$ cat config.mk
export PLATFORM = sky130hd
export DESIGN_NAME = ajuste_reloj_ctrl
export DESIGN_NICKNAME = d
export VERILOG_FILES = /design/src/rtl/ajuste_reloj_ctrl.sv
export SDC_FILE = /design/constraint.sdc
export NUM_CORES = 1
export LEC_CHECK = 0
export CAP_MARGIN = 20
export CORE_MARGIN = 4
export CORE_UTILIZATION = 60
export CTS_CLUSTER_SIZE = 40
export DETAILED_ROUTE_END_ITERATION = 7
export DONT_BUFFER_PORTS = 1
export MAX_ROUTING_LAYER = met4
export PLACE_DENSITY = 0.76
export SKIP_CTS_REPAIR_TIMING = 1
export SYNTH_ARGS = -nofsm -noshare
export SYNTH_HDL_FRONTEND = slang
export SYNTH_SLANG_ARGS = --single-unit
$ cat constraint.sdc
create_clock -name clock -period 2.9 [get_ports clock]
set_input_delay 0.29 -clock clock [delete_from_list [all_inputs] [get_ports clock]]
set_output_delay 0.29 -clock clock [all_outputs]
set_load 0.03 [all_outputs]
$ cat src/rtl/ajuste_reloj_ctrl.sv
// Run/set controller for a 12-hour H:MM clock: per-minute advance pulses and a two-button set flow.
// Optional build macro AJUSTE_TIMEOUT_EN aborts an idle edit after TIMEOUT_SEG seconds.
`timescale 1ns/1ps
module ajuste_reloj_ctrl #(
  parameter int SEG_POR_MIN = 60,
  parameter int TIMEOUT_SEG = 30
) (
  input  logic       clock,
  input  logic       reset,
  input  logic       tick_seg,
  input  logic       btn_modo,
  input  logic       btn_inc,
  input  logic [3:0] hora_act,
  input  logic [3:0] dmin_act,
  input  logic [3:0] umin_act,
  output logic       min_tick,
  output logic       ajuste,
  output logic [3:0] ajust_hora,
  output logic [3:0] ajust_dmin,
  output logic [3:0] ajust_umin,
  output logic [1:0] campo,
  output logic       parpadeo
);

  typedef enum logic [2:0] {RUN, SET_HORA, SET_DMIN, SET_UMIN, LOAD} state_t;

  state_t     state_q, state_d;
  logic [5:0] seg_q, seg_d;
  logic [3:0] hora_q, hora_d, dmin_q, dmin_d, umin_q, umin_d;
  logic       min_tick_q, min_tick_d, ajuste_q, ajuste_d, parpadeo_q, parpadeo_d;
  logic [1:0] campo_q, campo_d;
  logic       en_edicion;

  assign en_edicion = (state_q == SET_HORA) || (state_q == SET_DMIN) || (state_q == SET_UMIN);

`ifdef AJUSTE_TIMEOUT_EN
  logic [5:0] idle_q, idle_d;
  logic       abortar;

  always_comb begin
    idle_d  = 6'd0;
    abortar = 1'b0;
    if (en_edicion && !btn_modo && !btn_inc) begin
      idle_d = idle_q;
      if (tick_seg) begin
        if (idle_q == 6'(TIMEOUT_SEG - 1)) begin
          abortar = 1'b1;
          idle_d  = 6'd0;
        end else begin
          idle_d = idle_q + 6'd1;
        end
      end
    end
  end

  always_ff @(posedge clock) begin
    if (reset) idle_q <= 6'd0;
    else       idle_q <= idle_d;
  end
`else
  logic abortar;
  logic unused_timeout;
  assign abortar        = 1'b0;
  assign unused_timeout = ^6'(TIMEOUT_SEG);
`endif

  always_comb begin
    state_d    = state_q;
    seg_d      = seg_q;
    hora_d     = hora_q;
    dmin_d     = dmin_q;
    umin_d     = umin_q;
    min_tick_d = 1'b0;
    case (state_q)
      RUN: begin
        if (btn_modo) begin
          hora_d  = (hora_act >= 4'd1 && hora_act <= 4'd12) ? hora_act : 4'd1;
          dmin_d  = (dmin_act > 4'd5) ? 4'd0 : dmin_act;
          umin_d  = (umin_act > 4'd9) ? 4'd0 : umin_act;
          seg_d   = 6'd0;
          state_d = SET_HORA;
        end else if (tick_seg) begin
          if (seg_q == 6'(SEG_POR_MIN - 1)) begin
            seg_d      = 6'd0;
            min_tick_d = 1'b1;
          end else begin
            seg_d = seg_q + 6'd1;
          end
        end
      end
      SET_HORA: begin
        seg_d = 6'd0;
        if (btn_modo)     state_d = SET_DMIN;
        else if (btn_inc) hora_d  = (hora_q >= 4'd12) ? 4'd1 : hora_q + 4'd1;
      end
      SET_DMIN: begin
        seg_d = 6'd0;
        if (btn_modo)     state_d = SET_UMIN;
        else if (btn_inc) dmin_d  = (dmin_q >= 4'd5) ? 4'd0 : dmin_q + 4'd1;
      end
      SET_UMIN: begin
        seg_d = 6'd0;
        if (btn_modo)     state_d = LOAD;
        else if (btn_inc) umin_d  = (umin_q >= 4'd9) ? 4'd0 : umin_q + 4'd1;
      end
      LOAD: begin
        seg_d   = 6'd0;
        state_d = RUN;
      end
      default: begin
        seg_d   = 6'd0;
        state_d = RUN;
      end
    endcase
    if (abortar) state_d = RUN;

    // Outputs are registered from the next state so they line up with state_q.
    ajuste_d   = (state_d == LOAD);
    parpadeo_d = 1'b0;
    campo_d    = 2'd0;
    case (state_d)
      SET_HORA: campo_d = 2'd1;
      SET_DMIN: campo_d = 2'd2;
      SET_UMIN: campo_d = 2'd3;
      default:  campo_d = 2'd0;
    endcase
    if (campo_d != 2'd0) begin
      if (state_q == RUN) parpadeo_d = 1'b1;
      else if (tick_seg)  parpadeo_d = ~parpadeo_q;
      else                parpadeo_d = parpadeo_q;
    end
  end

  always_ff @(posedge clock) begin
    if (reset) begin
      state_q    <= RUN;
      seg_q      <= 6'd0;
      hora_q     <= 4'd1;
      dmin_q     <= 4'd0;
      umin_q     <= 4'd0;
      min_tick_q <= 1'b0;
      ajuste_q   <= 1'b0;
      campo_q    <= 2'd0;
      parpadeo_q <= 1'b0;
    end else begin
      state_q    <= state_d;
      seg_q      <= seg_d;
      hora_q     <= hora_d;
      dmin_q     <= dmin_d;
      umin_q     <= umin_d;
      min_tick_q <= min_tick_d;
      ajuste_q   <= ajuste_d;
      campo_q    <= campo_d;
      parpadeo_q <= parpadeo_d;
    end
  end

  assign min_tick   = min_tick_q;
  assign ajuste     = ajuste_q;
  assign ajust_hora = hora_q;
  assign ajust_dmin = dmin_q;
  assign ajust_umin = umin_q;
  assign campo      = campo_q;
  assign parpadeo   = parpadeo_q;

endmodule
==> results.yml <==
synthesis:
  yosysMostFrequentCell: "dfxtp_1"
  synth_cell_types: 45
  ys_seq_area_share_pct: 35.1
  synth_top_area_cell: "dfxtp_1"
  yosys_register_bits: 26
  synth_edf_count: 0
  syn_inst: 171
  synth_common_cells: "26 x dfxtp_1, 17 x nor2_1, 12 x a21oi_1"
  postSynth.asyncResetShare_pct: 0
  yosysTopAreaCellShare_pct: 35.1
  synthFlopType: "dfxtp_1"
  synth_area_leaders: "dfxtp_1 35%, ha_1 6.8%, nor2_1 4.3%"
  synth.cell_area_sq_mm: 0.00148
  synthesis.nets: 196
  yosysWarnings: 0
  syn_avg_cell_area_sq_um: 8.66
global_routing:
  grt_pass1_vias: 1200
  grt_max_degree: 18
  gr-total-overflow: 0
  grt_pass1_wl_microns: 5220
  antenna_found_initial: 0
  grt_use_total_pct: 19.7
power_and_ir_drop:
  ir_drop_mv: 0.352
  power_density_mw_per_mm2: 516
  power_leakage_nw: 0.550
critical_path:
  path_class: "reg2reg"
  crit_top_cell: "a21oi_1"
  reg2reg_slack_ps: 940
  worstPathRequired_ps: 3150
  crit_fanout: 4
  slowest_delay_ps: 580
  worst-endpoint-arrival_ps: 2210
  start_kind: "flip-flop"
  r2r_cells: 6
  crit_path_end_kind: "flip-flop"
  rr_endpoint: "ajust_umin[1]"
  critPathSlowestCell: "dfxtp_1"
  cp_cell_sequence: "inv_1, ha_1, or3b_1, a21oi_1, a21oi_1, a221oi_2"
  rr_startpoint: "ajust_umin[1]"
timing:
  fin_worst_skew_ps: 3.99
  worst_slew_pin_slew_ps: 528
  setup_slack_ps: 942
  period_share_pct: 67.5
  relSlewSlack_pct: 64.8
  clock.fmax_mhz: 511
  final.setup.tns_ps: 0
  rsz0062_at_grt: "no"
  slew_viol_final: 0
  hold_violations: 0
  setup_viol: 0
  fin_hold_ws_ps: 17.5
  fin_crit_ps: 1960
floorplan:
  dieArea_sq_mm: 0.00333
  die_x_microns: 57.7
  fp.coreArea_sq_mm: 0.00228
  placementRows: 17
  start_util_pct: 65.1
  chipHeight_microns: 57.7
  ioPinCount: 34
routing:
  vias: 1239
  drcViolationCount: 0
  wl_microns: 3050
  dr.pass1.iters: 4
  wl_per_cell_microns: 15.4
  antenna_left: 0
  vias_per_cell: 6.26
  drt_iter0_drc: 38
cells_and_area:
  fillers: 172
  regArea_sq_um: 520
  multiInputGateArea_sq_um: 897
  final_nets: 196
  synthToLayoutAreaGrowth_pct: 4.48
  antennaDiodeCount: 0
  layout-drive-gt1-share_pct: 6.47
run_status:
  status: "finished clean"
placement:
  place_hpwl_microns: 2170
  gp_congestion: 0.791
  dp_slack_ps: 980
  portBuffers: 0
clock_network:
  clock_latency_ps: 310
  tritoncts: "yes"
  cts_max_level: 1
  clk_pin_slew_worst_paths_ps: 140
  clk_path_buf_depth: 2
  clkSinkCount: 26
  cts_root_buf: "clkbuf_4"
  cts_made_buffers: 3
flow_run:
  drv_cap: 0
worst_hold_path:
  hold_class: "in2reg"
  holdPathEnd: "ajust_dmin[3]"
  whs_path_depth: 1
  hold_start: "reset"
[cell type report]
| type | instances | share of cell area, % |
|---|---|---|
| Inverter | 6 | 1.46 |
| Multi-Input combinational cell | 132 | 58.0 |
| Clock buffer | 3 | 1.46 |
| Sequential cell | 26 | 33.6 |
| Clock inverter | 1 | 1.94 |
| Timing Repair Buffer | 2 | 1.29 |
| Tap cell | 28 | 2.26 |
[worst max-delay path, delay by kind of cell, from the launching register on]
family / cells / cell delay [ps]
and+or+nand+nor: 1 / 380
AOI/OAI and AO/OA: 3 / 560
buffers and inverters: 1 / 160
adders and majority gates: 1 / 200
DFF: 1 / 580
[kinds of logic after synthesis]
group | synth area share [%]
DFF | 35.1
muxes | 1.35
and+or+nand+nor | 27.5
xor gates and xnor gates | 3.55
adders and majority gates | 6.76
AOI/OAI and AO/OA | 21.4
buffers and inverters | 4.31
[placed cells by master (no fill, tap or decap), types with 3 or more instances in the layout]
| cell | Yosys | final |
|---|---|---|
| xnor2_1 | 3 | 3 |
| xor2_1 | 3 | 3 |
| nand3b_1 | 3 | 3 |
| o21ai_1 | 4 | 4 |
| clkbuf_4 | 0 | 3 |
| inv_1 | 6 | 6 |
| or3b_1 | 3 | 3 |
| nor2_1 | 17 | 17 |
| nor3b_1 | 4 | 4 |
| nand3_1 | 11 | 11 |
| o21ai_0 | 7 | 7 |
| nand2b_1 | 7 | 7 |
| nor4b_1 | 3 | 3 |
| a21oi_1 | 12 | 12 |
| dfxtp_1 | 26 | 26 |
| and3_1 | 3 | 3 |
| ha_1 | 8 | 8 |
| a32oi_1 | 3 | 3 |
| nand2_1 | 11 | 11 |
[metrics by stage]
step / instances / power [mW] / instance area, sq um / utilization (%)
after floorplan: 171 / 0.538 / 1480 / -
after global placement: 192 / 0.549 / 1480 / 64.8
after detailed placement: 192 / 0.555 / 1480 / 64.8
after CTS: 196 / 0.802 / 1530 / 67.1
after global routing: 198 / 0.840 / 1550 / 68.0
final: 198 / 0.799 / 1550 / 68.0
[flip-flops by register name (all words and copies together), names as in the netlist]
signal      count
campo           2
ajust_umin      4
parpadeo        1
ajust_hora      4
state_q         3
min_tick        1
ajust_dmin      4
ajuste          1
seg_q           6
[power breakdown]
part	internal, mW	leakage [nW]	total (mW)	switching, mW
Sequential	0.376	0.212	0.436	0.0595
Combinational	0.0534	0.310	0.116	0.0622
Clock	0.140	0.0279	0.248	0.108
Total	0.569	0.550	0.799	0.230
[per-layer routing]
metal | vias to the layer above | global-route usage [%] | wire length (microns)
li1 | 622 | - | -
met1 | 563 | 25.1 | 1270
met2 | 48 | 30.5 | 1500
met3 | 6 | 5.57 | 235
met4 | 0 | 5.63 | 44
met5 | - | - | 0
[worst max path at each step]
stage,to,startpoint,slack (ps),cells past startpoint
floorplan,ajust_umin[1],ajust_umin[1],1110,6
global placement,ajust_umin[1],ajust_umin[1],1060,6
detailed placement,ajust_umin[1],ajust_umin[1],980,6
CTS,ajust_umin[1],ajust_umin[1],950,6
global route,ajust_umin[1],ajust_umin[1],830,6
finish,ajust_umin[1],ajust_umin[1],940,6
(Power assumes the default switching activity.)
